### config.mk
export PLATFORM = sky130hd
export DESIGN_NAME = multdiv_iterative
export DESIGN_NICKNAME = d
export VERILOG_FILES = /design/src/rtl/multdiv_iterative.sv
export SDC_FILE = /design/constraint.sdc
export NUM_CORES = 1
export LEC_CHECK = 0
export CAP_MARGIN = 40
export CORE_ASPECT_RATIO = 0.5
export CORE_MARGIN = 3
export CORE_UTILIZATION = 60
export DETAILED_ROUTE_END_ITERATION = 8
export PLACE_DENSITY = 0.82
export SYNTH_ARGS = -nofsm -noshare
export SYNTH_HDL_FRONTEND = slang
export SYNTH_SLANG_ARGS = --single-unit
### constraint.sdc
create_clock -name clock -period 6.09 [get_ports clock]
set_input_delay 0.9135 -clock clock [delete_from_list [all_inputs] [get_ports clock]]
set_output_delay 0.9135 -clock clock [all_outputs]
set_load 0.03 [all_outputs]
### src/rtl/multdiv_iterative.sv
// Iterative signed multiply/divide unit: radix-2 Booth multiply and restoring
// divide on magnitudes, one step per clock, fixed WIDTH-cycle latency.
module multdiv_iterative #(
    parameter int WIDTH = 32,
    parameter int TAG_W = 5
) (
    input  logic             clock,
    input  logic             reset,
    input  logic             ctrl_MULT,
    input  logic             ctrl_DIV,
    input  logic [WIDTH-1:0] data_operandA,
    input  logic [WIDTH-1:0] data_operandB,
    input  logic [TAG_W-1:0] tag_in,
    output logic [WIDTH-1:0] data_result,
    output logic             data_exception,
    output logic             data_resultRDY,
    output logic             busy,
    output logic [TAG_W-1:0] tag_out
);

    localparam int CNT_W = $clog2(WIDTH + 1);
    localparam logic [CNT_W-1:0] LAST_STEP = CNT_W'(WIDTH - 1);
    localparam logic [WIDTH-1:0] MIN_VAL   = {1'b1, {(WIDTH-1){1'b0}}};

    typedef enum logic [1:0] {IDLE, MUL, DIV, DONE} state_t;

    state_t           state, state_nxt;
    logic [CNT_W-1:0] counter;
    logic [WIDTH-1:0] opnd;        // multiplicand for MUL, |divisor| for DIV
    logic [WIDTH-1:0] acc_hi;      // Booth upper half / division remainder
    logic [WIDTH-1:0] acc_lo;      // Booth lower half / dividend-quotient shifter
    logic             acc_q;       // Booth q(-1) bit
    logic             neg_q;
    logic             div_zero;
    logic             div_ovf;
    logic [TAG_W-1:0] tag_r;

    logic             start_mul, start_div, last_step;

    logic signed [WIDTH:0] booth_sum;
    logic [WIDTH-1:0]      mul_hi_nxt, mul_lo_nxt;
    logic                  mul_q_nxt;
    logic [WIDTH:0]        div_shift, div_trial;
    logic [WIDTH-1:0]      div_rem_nxt, div_quo_nxt;

    // Two's-complement magnitude; the most negative value maps to 2^(WIDTH-1) unsigned.
    function automatic logic [WIDTH-1:0] magnitude(input logic [WIDTH-1:0] v);
        return v[WIDTH-1] ? (~v + 1'b1) : v;
    endfunction

    // Product overflows when the upper word is not the sign extension of the lower word.
    function automatic logic mul_overflow(input logic [WIDTH-1:0] hi, input logic [WIDTH-1:0] lo);
        return hi != {WIDTH{lo[WIDTH-1]}};
    endfunction

    // Apply the quotient sign and the divide-by-zero override.
    function automatic logic [WIDTH-1:0] div_signed(input logic [WIDTH-1:0] q, input logic neg,
                                                    input logic zero);
        if (zero) return '0;
        return neg ? (~q + 1'b1) : q;
    endfunction

    assign start_mul      = ctrl_MULT & ~ctrl_DIV;
    assign start_div      = ctrl_DIV & ~ctrl_MULT;
    assign last_step      = (counter == LAST_STEP);
    assign busy           = (state == MUL) || (state == DIV);
    assign data_resultRDY = (state == DONE);

    // State register.
    always_ff @(posedge clock or negedge reset) begin
        if (!reset) state <= IDLE;
        else        state <= state_nxt;
    end

    // Next-state logic; a valid start pulse overrides whatever is in flight.
    always_comb begin
        state_nxt = state;
        case (state)
            MUL:     if (last_step) state_nxt = DONE;
            DIV:     if (last_step) state_nxt = DONE;
            DONE:    state_nxt = IDLE;
            default: state_nxt = state;
        endcase
        if (start_mul)      state_nxt = MUL;
        else if (start_div) state_nxt = DIV;
    end

    // One Booth step: add/subtract on a sign-extended upper half, then arithmetic shift right.
    always_comb begin
        booth_sum = $signed({acc_hi[WIDTH-1], acc_hi});
        case ({acc_lo[0], acc_q})
            2'b01:   booth_sum = booth_sum + $signed({opnd[WIDTH-1], opnd});
            2'b10:   booth_sum = booth_sum - $signed({opnd[WIDTH-1], opnd});
            default: booth_sum = booth_sum;
        endcase
        mul_hi_nxt = booth_sum[WIDTH:1];
        mul_lo_nxt = {booth_sum[0], acc_lo[WIDTH-1:1]};
        mul_q_nxt  = acc_lo[0];
    end

    // One restoring-division step: shift in the next dividend bit, keep the trial if non-negative.
    always_comb begin
        div_shift = {acc_hi, acc_lo[WIDTH-1]};
        div_trial = div_shift - {1'b0, opnd};
        if (!div_trial[WIDTH]) begin
            div_rem_nxt = div_trial[WIDTH-1:0];
            div_quo_nxt = {acc_lo[WIDTH-2:0], 1'b1};
        end else begin
            div_rem_nxt = div_shift[WIDTH-1:0];
            div_quo_nxt = {acc_lo[WIDTH-2:0], 1'b0};
        end
    end

    // Operand capture, iteration and result registers.
    always_ff @(posedge clock or negedge reset) begin
        if (!reset) begin
            counter        <= '0;
            opnd           <= '0;
            acc_hi         <= '0;
            acc_lo         <= '0;
            acc_q          <= 1'b0;
            neg_q          <= 1'b0;
            div_zero       <= 1'b0;
            div_ovf        <= 1'b0;
            tag_r          <= '0;
            data_result    <= '0;
            data_exception <= 1'b0;
            tag_out        <= '0;
        end else if (start_mul) begin
            counter  <= '0;
            opnd     <= data_operandA;
            acc_hi   <= '0;
            acc_lo   <= data_operandB;
            acc_q    <= 1'b0;
            neg_q    <= 1'b0;
            div_zero <= 1'b0;
            div_ovf  <= 1'b0;
            tag_r    <= tag_in;
        end else if (start_div) begin
            counter  <= '0;
            opnd     <= magnitude(data_operandB);
            acc_hi   <= '0;
            acc_lo   <= magnitude(data_operandA);
            acc_q    <= 1'b0;
            neg_q    <= data_operandA[WIDTH-1] ^ data_operandB[WIDTH-1];
            div_zero <= (data_operandB == '0);
            div_ovf  <= (data_operandA == MIN_VAL) && (data_operandB == '1);
            tag_r    <= tag_in;
        end else if (state == MUL) begin
            counter <= counter + CNT_W'(1);
            acc_hi  <= mul_hi_nxt;
            acc_lo  <= mul_lo_nxt;
            acc_q   <= mul_q_nxt;
            if (last_step) begin
                data_result    <= mul_lo_nxt;
                data_exception <= mul_overflow(mul_hi_nxt, mul_lo_nxt);
                tag_out        <= tag_r;
            end
        end else if (state == DIV) begin
            counter <= counter + CNT_W'(1);
            acc_hi  <= div_rem_nxt;
            acc_lo  <= div_quo_nxt;
            if (last_step) begin
                data_result    <= div_signed(div_quo_nxt, neg_q, div_zero);
                data_exception <= div_zero | div_ovf;
                tag_out        <= tag_r;
            end
        end
    end

endmodule

# Word level (Yosys, flattened, before mapping)
# Cells that the tools add are included.
# W data, S select, Z words.
# classes
n_eq_ne,12
reduce_logical,12
bitwise,11
muxes,54
addsub,7
# ops
op,n
$mux W32,20
$add A32 B1 Y32 const B,3
$not A32 Y32,3
$pmux W33 S2,1
$eq A32 B32 Y1 const B,2
$add A32 B32 Y33,1
$sub A32 B32 Y33,1
$sub A33 B32 Y33,1
$logic_not A32 Y1,1
$ne A32 B32 Y1,1
$mux W5,5
$mux W6,4
$mux W1,20
$reduce_bool A4 Y1,2
$add A6 B1 Y6 const B,1
$eq A2 B2 Y1 const B,3
$eq A6 B5 Y1 const B,1
$mux W2,3
$reduce_and A5 Y1,1
$eq A2 B1 Y1 const B,2
$ne A2 B2 Y1 const B,2
$ne A4 B1 Y1 const B,1
$not A1 Y1,4
$pmux W2 S2,1
10 further kinds,12
# totals
wordCells,109
output_inout_bits,40
reg_bits,151

# Longest topological paths before layout
# depth
word_depth,10
depth_mapped,21

# Worst setup path before layout
# No wires, ideal clock.
# synth_path
path_type,register -> register
startpoint,reg opnd[5]
endpoint,reg data_exception
stages_incl_launch_ff,18
path_slack_ns,1.339
t_arrival_ns,4.622
synth_period_minus_slack_ns,4.751
setup_time_ns,0.129
t_required_ns,5.961
path_cell_list,dfrtp_1 -> nor4_1 -> nand4_1 -> nor4_1 -> and3_1 -> a21oi_1 -> xnor2_1 -> ha_1 -> clkbuf_1 -> nand3_1 -> or3_1 -> a21oi_1 -> nor3_1 -> and3_1 -> or3_1 -> or4_1 -> mux2i_1 -> a31oi_1
# synth_between
elab_chain_len,5
# synth_lines
element,line,source
from (decl),29,logic [WIDTH-1:0] opnd;
from (signal assigned),131,opnd <= data_operandA;
from (signal assigned),141,opnd <= magnitude(data_operandB);
$sub A32 B32 Y33 / $add A32 B32 Y33 (equally long branches),"93, 92",
$pmux W33 S2 (*),91,"case ({acc_lo[0], acc_q})"
$ne A32 B32 Y1 (*),53,return hi != {WIDTH{lo[WIDTH-1]}};
$mux W1 (*),154,if (last_step) begin
$mux W1 (*),149,end else if (state == MUL) begin
to (signal assigned),156,"data_exception <= mul_overflow(mul_hi_nxt, mul_lo_nxt);"
to (signal assigned),165,data_exception <= div_zero | div_ovf;
to (decl),15,"output logic data_exception,"
# Every way passes the cells marked *; elsewhere a longest branch is shown, timed or not. The select of a mux whose other input is x is not followed.
# A chain may end at the register's enable or synchronous reset.

# Worst setup path after layout
# Same ends and word-level chain as after synthesis.

==> impl_results.md <==
- Vias in the first global route: 13800
- Setup crit start: opnd[5]
- Synth cell types: 69
- Yosys reg bits: 151
- Pwr Total: 9160 uW
- Routed Antenna Nets: 0
- Core Region: 23200 um^2
- R2R cell count: 17
- Vias per std cell: 6.69
- Critical Path RT: 6.39 ns
- DRC Markers: 0
- All-Layer GR Usage: 0.364
- Layout cells sized above 1: 0.0563
- Most common cell in the netlist: nand2_1
- Post-DP HPWL: 34500 um
- Die area: 26000 um^2
- Layout area overhead: 13.5%
- Final Hold Fails: 0
- Hold slack: 0.342 ns
- Clk Tree Root Cell: clkbuf_16
- Boundary Pins: 113
- Static Leakage: 0.00684 uW
- Slowest cell on the critical path: nor4_1
- CP Cell Sequence: nor4_1 -> nand4_1 -> nor3b_2 -> and2_1 -> a31oi_1 -> xnor2_1 -> ha_1 -> nand3_1 -> nor2_1 -> a221oi_1 -> a21oi_1 -> nor3_1 -> a21oi_1 -> or3_1 -> or4_1 -> mux2i_1 -> a31oi_1
- Worst-Margin Slew: 0.914 ns
- Syn Area/Cell: 7.73 um^2
- Max-slew headroom: 0.389
- Global-route wire length before repair: 74600 um
- Antenna violations before repair: 1
- VDD IR-drop max: 0.305 mV
- H-tree depth: 4
- Status: finished, final reports clean
- DR pass1 iterations: 6
- Final setup margin: 0.635 ns
- DR iter-0 viols: 2008
- RePlAce Congestion: 1.01
- TritonCTS Buffers: 17
- Largest net degree at the start of global routing: 86
- Syn. warnings: 0
- Die span in x: 225 um
- Max clock buf depth: 2
- Slowest stage delay, CP: 0.61 ns
- Crit Path Max Fanout: 8
- Main flop type after synthesis: dfrtp_1
- Fmax: 183 MHz
- Post-CTS Setup Inserts: 0
- Gates resized, CTS repair: 0
- Share of the synthesized area in the top cell type: 0.263
- Post-Syn Nets: 2013
- Crit path kind: reg -> reg
- Cell Area, Synth: 14400 um^2
- Starting Density: 0.621
- Routed WL: 47400 um
- Core Rows: 39
- R2R Setup Slk: 0.64 ns
- Worst Setup Start Kind: flop
- Synth cell count leaders: 220 x nand2_1, 188 x a21oi_1, 156 x o21ai_0
- Clock Latency Late Sink: 0.44 ns
- Fraction of registers with async set/reset: 1.00
- Port Buf Inserts: 112
- Pre-CTS WS: 0.517 ns
- Fill count: 1939
- Power density over the cells: 561 nW/um^2
- Yosys top cell by area: dfrtp_1
- EDFF count, synth: 0
- Unrepaired setup endpoints after global routing: no
- Die H: 115 um
- Hold Buf Count CTS: 0
- WP data arrival: 5.75 ns
- Slew Limit Fails: 0
- Fin util: 0.704
- MaxCap Viol Count: 0
- Reg2reg end: data_exception
- Vias after detailed routing: 14900
- CTS tree: done
- Wire length per cell: 21.3 um
- Nets: 2056
- Synth top area cells: dfrtp_1 26%, ha_1 6.7%, a21oi_1 6.5%
- Period utilization: 0.896
- Clock sink count: 151
- Overflow after GRT: 0
- Post-route setup TNS: 0 ns
- # setup viols final: 0
- Reg2Reg Launch Point: opnd[5]
- Fin crit period: 5.45 ns
- Sequential share of the synthesized area: 0.263
- Mapped Cells: 1861
- CP Capture Type: flop
- Hold Crit Class: in -> async
- Clock skew: 0.0162 ns
- Clock Pin Slew Worst Setup and Hold Paths: 0.08 ns
layout make-up:
| type | instances | area [um^2] | share of cell area |
|---|---|---|---|
| clock buffers | 20 | 457 | 0.0280 |
| repair buffers | 136 | 1340 | 0.0822 |
| diodes | 1 | 2.50 | 0.000153 |
| multi-input cells | 1514 | 9930 | 0.608 |
| well taps | 307 | 384 | 0.0235 |
| clock inverters | 12 | 116 | 0.00713 |
| flip-flops and latches | 151 | 3780 | 0.231 |
| inverters | 84 | 315 | 0.0193 |
logic make-up after synthesis:
logic type                 count (synthesis)  synth area share
adders and majority gates                 79            0.0697
buffers and inverters                    196            0.0513
xor gates and xnor gates                 166             0.101
DFF                                      151             0.263
and+or+nand+nor                          557             0.187
muxes                                     47            0.0342
AOI/OAI and AO/OA                        665             0.294
worst max-delay path: cells and delay by family, from the launching register on:
family / cells / cell delay (ns)
AOI/OAI and AO/OA: 5 / 0.93
xor gates and xnor gates: 1 / 0.15
muxes: 1 / 0.14
and+or+nand+nor: 9 / 3.28
DFF: 1 / 0.43
adders and majority gates: 1 / 0.39
report_power, final:
group	internal, uW	switching, uW
Sequential	1260	427
Combinational	2460	3940
Clock	590	485
Total	4310	4850
state kept, by name, indices dropped and copies added (netlist names):
name and cells:
div_zero 1, data_exception 1, data_result 32, tag_out 5
acc_lo 32, counter 6, div_ovf 1, neg_q 1
state 2, tag_r 5, acc_q 1, acc_hi 32
opnd 32
per-stage QoR:
stage / instance area, um^2 / instances
after floorplan: 14400 / 1861
after global placement: 15700 / 2189
after detailed placement: 15700 / 2192
after CTS: 16300 / 2224
after global routing: 16300 / 2225
final: 16300 / 2225
how the worst max path moves through the flow:
stage / to / slack (ns) / cells after the start
after detailed placement: data_exception / 0.52 / 17
after global routing: data_exception / 0.25 / 16
final: data_exception / 0.64 / 17
after CTS: data_exception / 0.49 / 17
after floorplan: data_exception / 1.34 / 17
after global placement: data_exception / 0.74 / 17
per-layer routing:
layer  wire (um)  up-vias  global-route usage  part of all wire
met1       20900     7009               0.539              0.44
li1            -     6954                   -                 -
met5          32        -             0.00896           0.00068
met3        5740       91              0.0828              0.12
met2       19700      822               0.532              0.42
met4        1040        2               0.108             0.022
layout by cell type, fill, tap and decap left out, drive strengths merged, types with 21 or more instances in the layout:
cell type / instances
nand2: 220
a21oi: 188
o21ai: 162
dfrtp: 151
clkdlybuf4s50: 111
nor2: 102
xnor2: 93
inv: 86
ha: 77
xor2: 73
a211oi: 62
a21o: 36
o31ai: 33
nand3: 32
a31oi: 32
mux2i: 30
or3: 28
nor3: 27
and2: 27
nand4: 26
buf: 25
o211ai: 22
nand2b: 21
(Power assumes the default switching activity.)
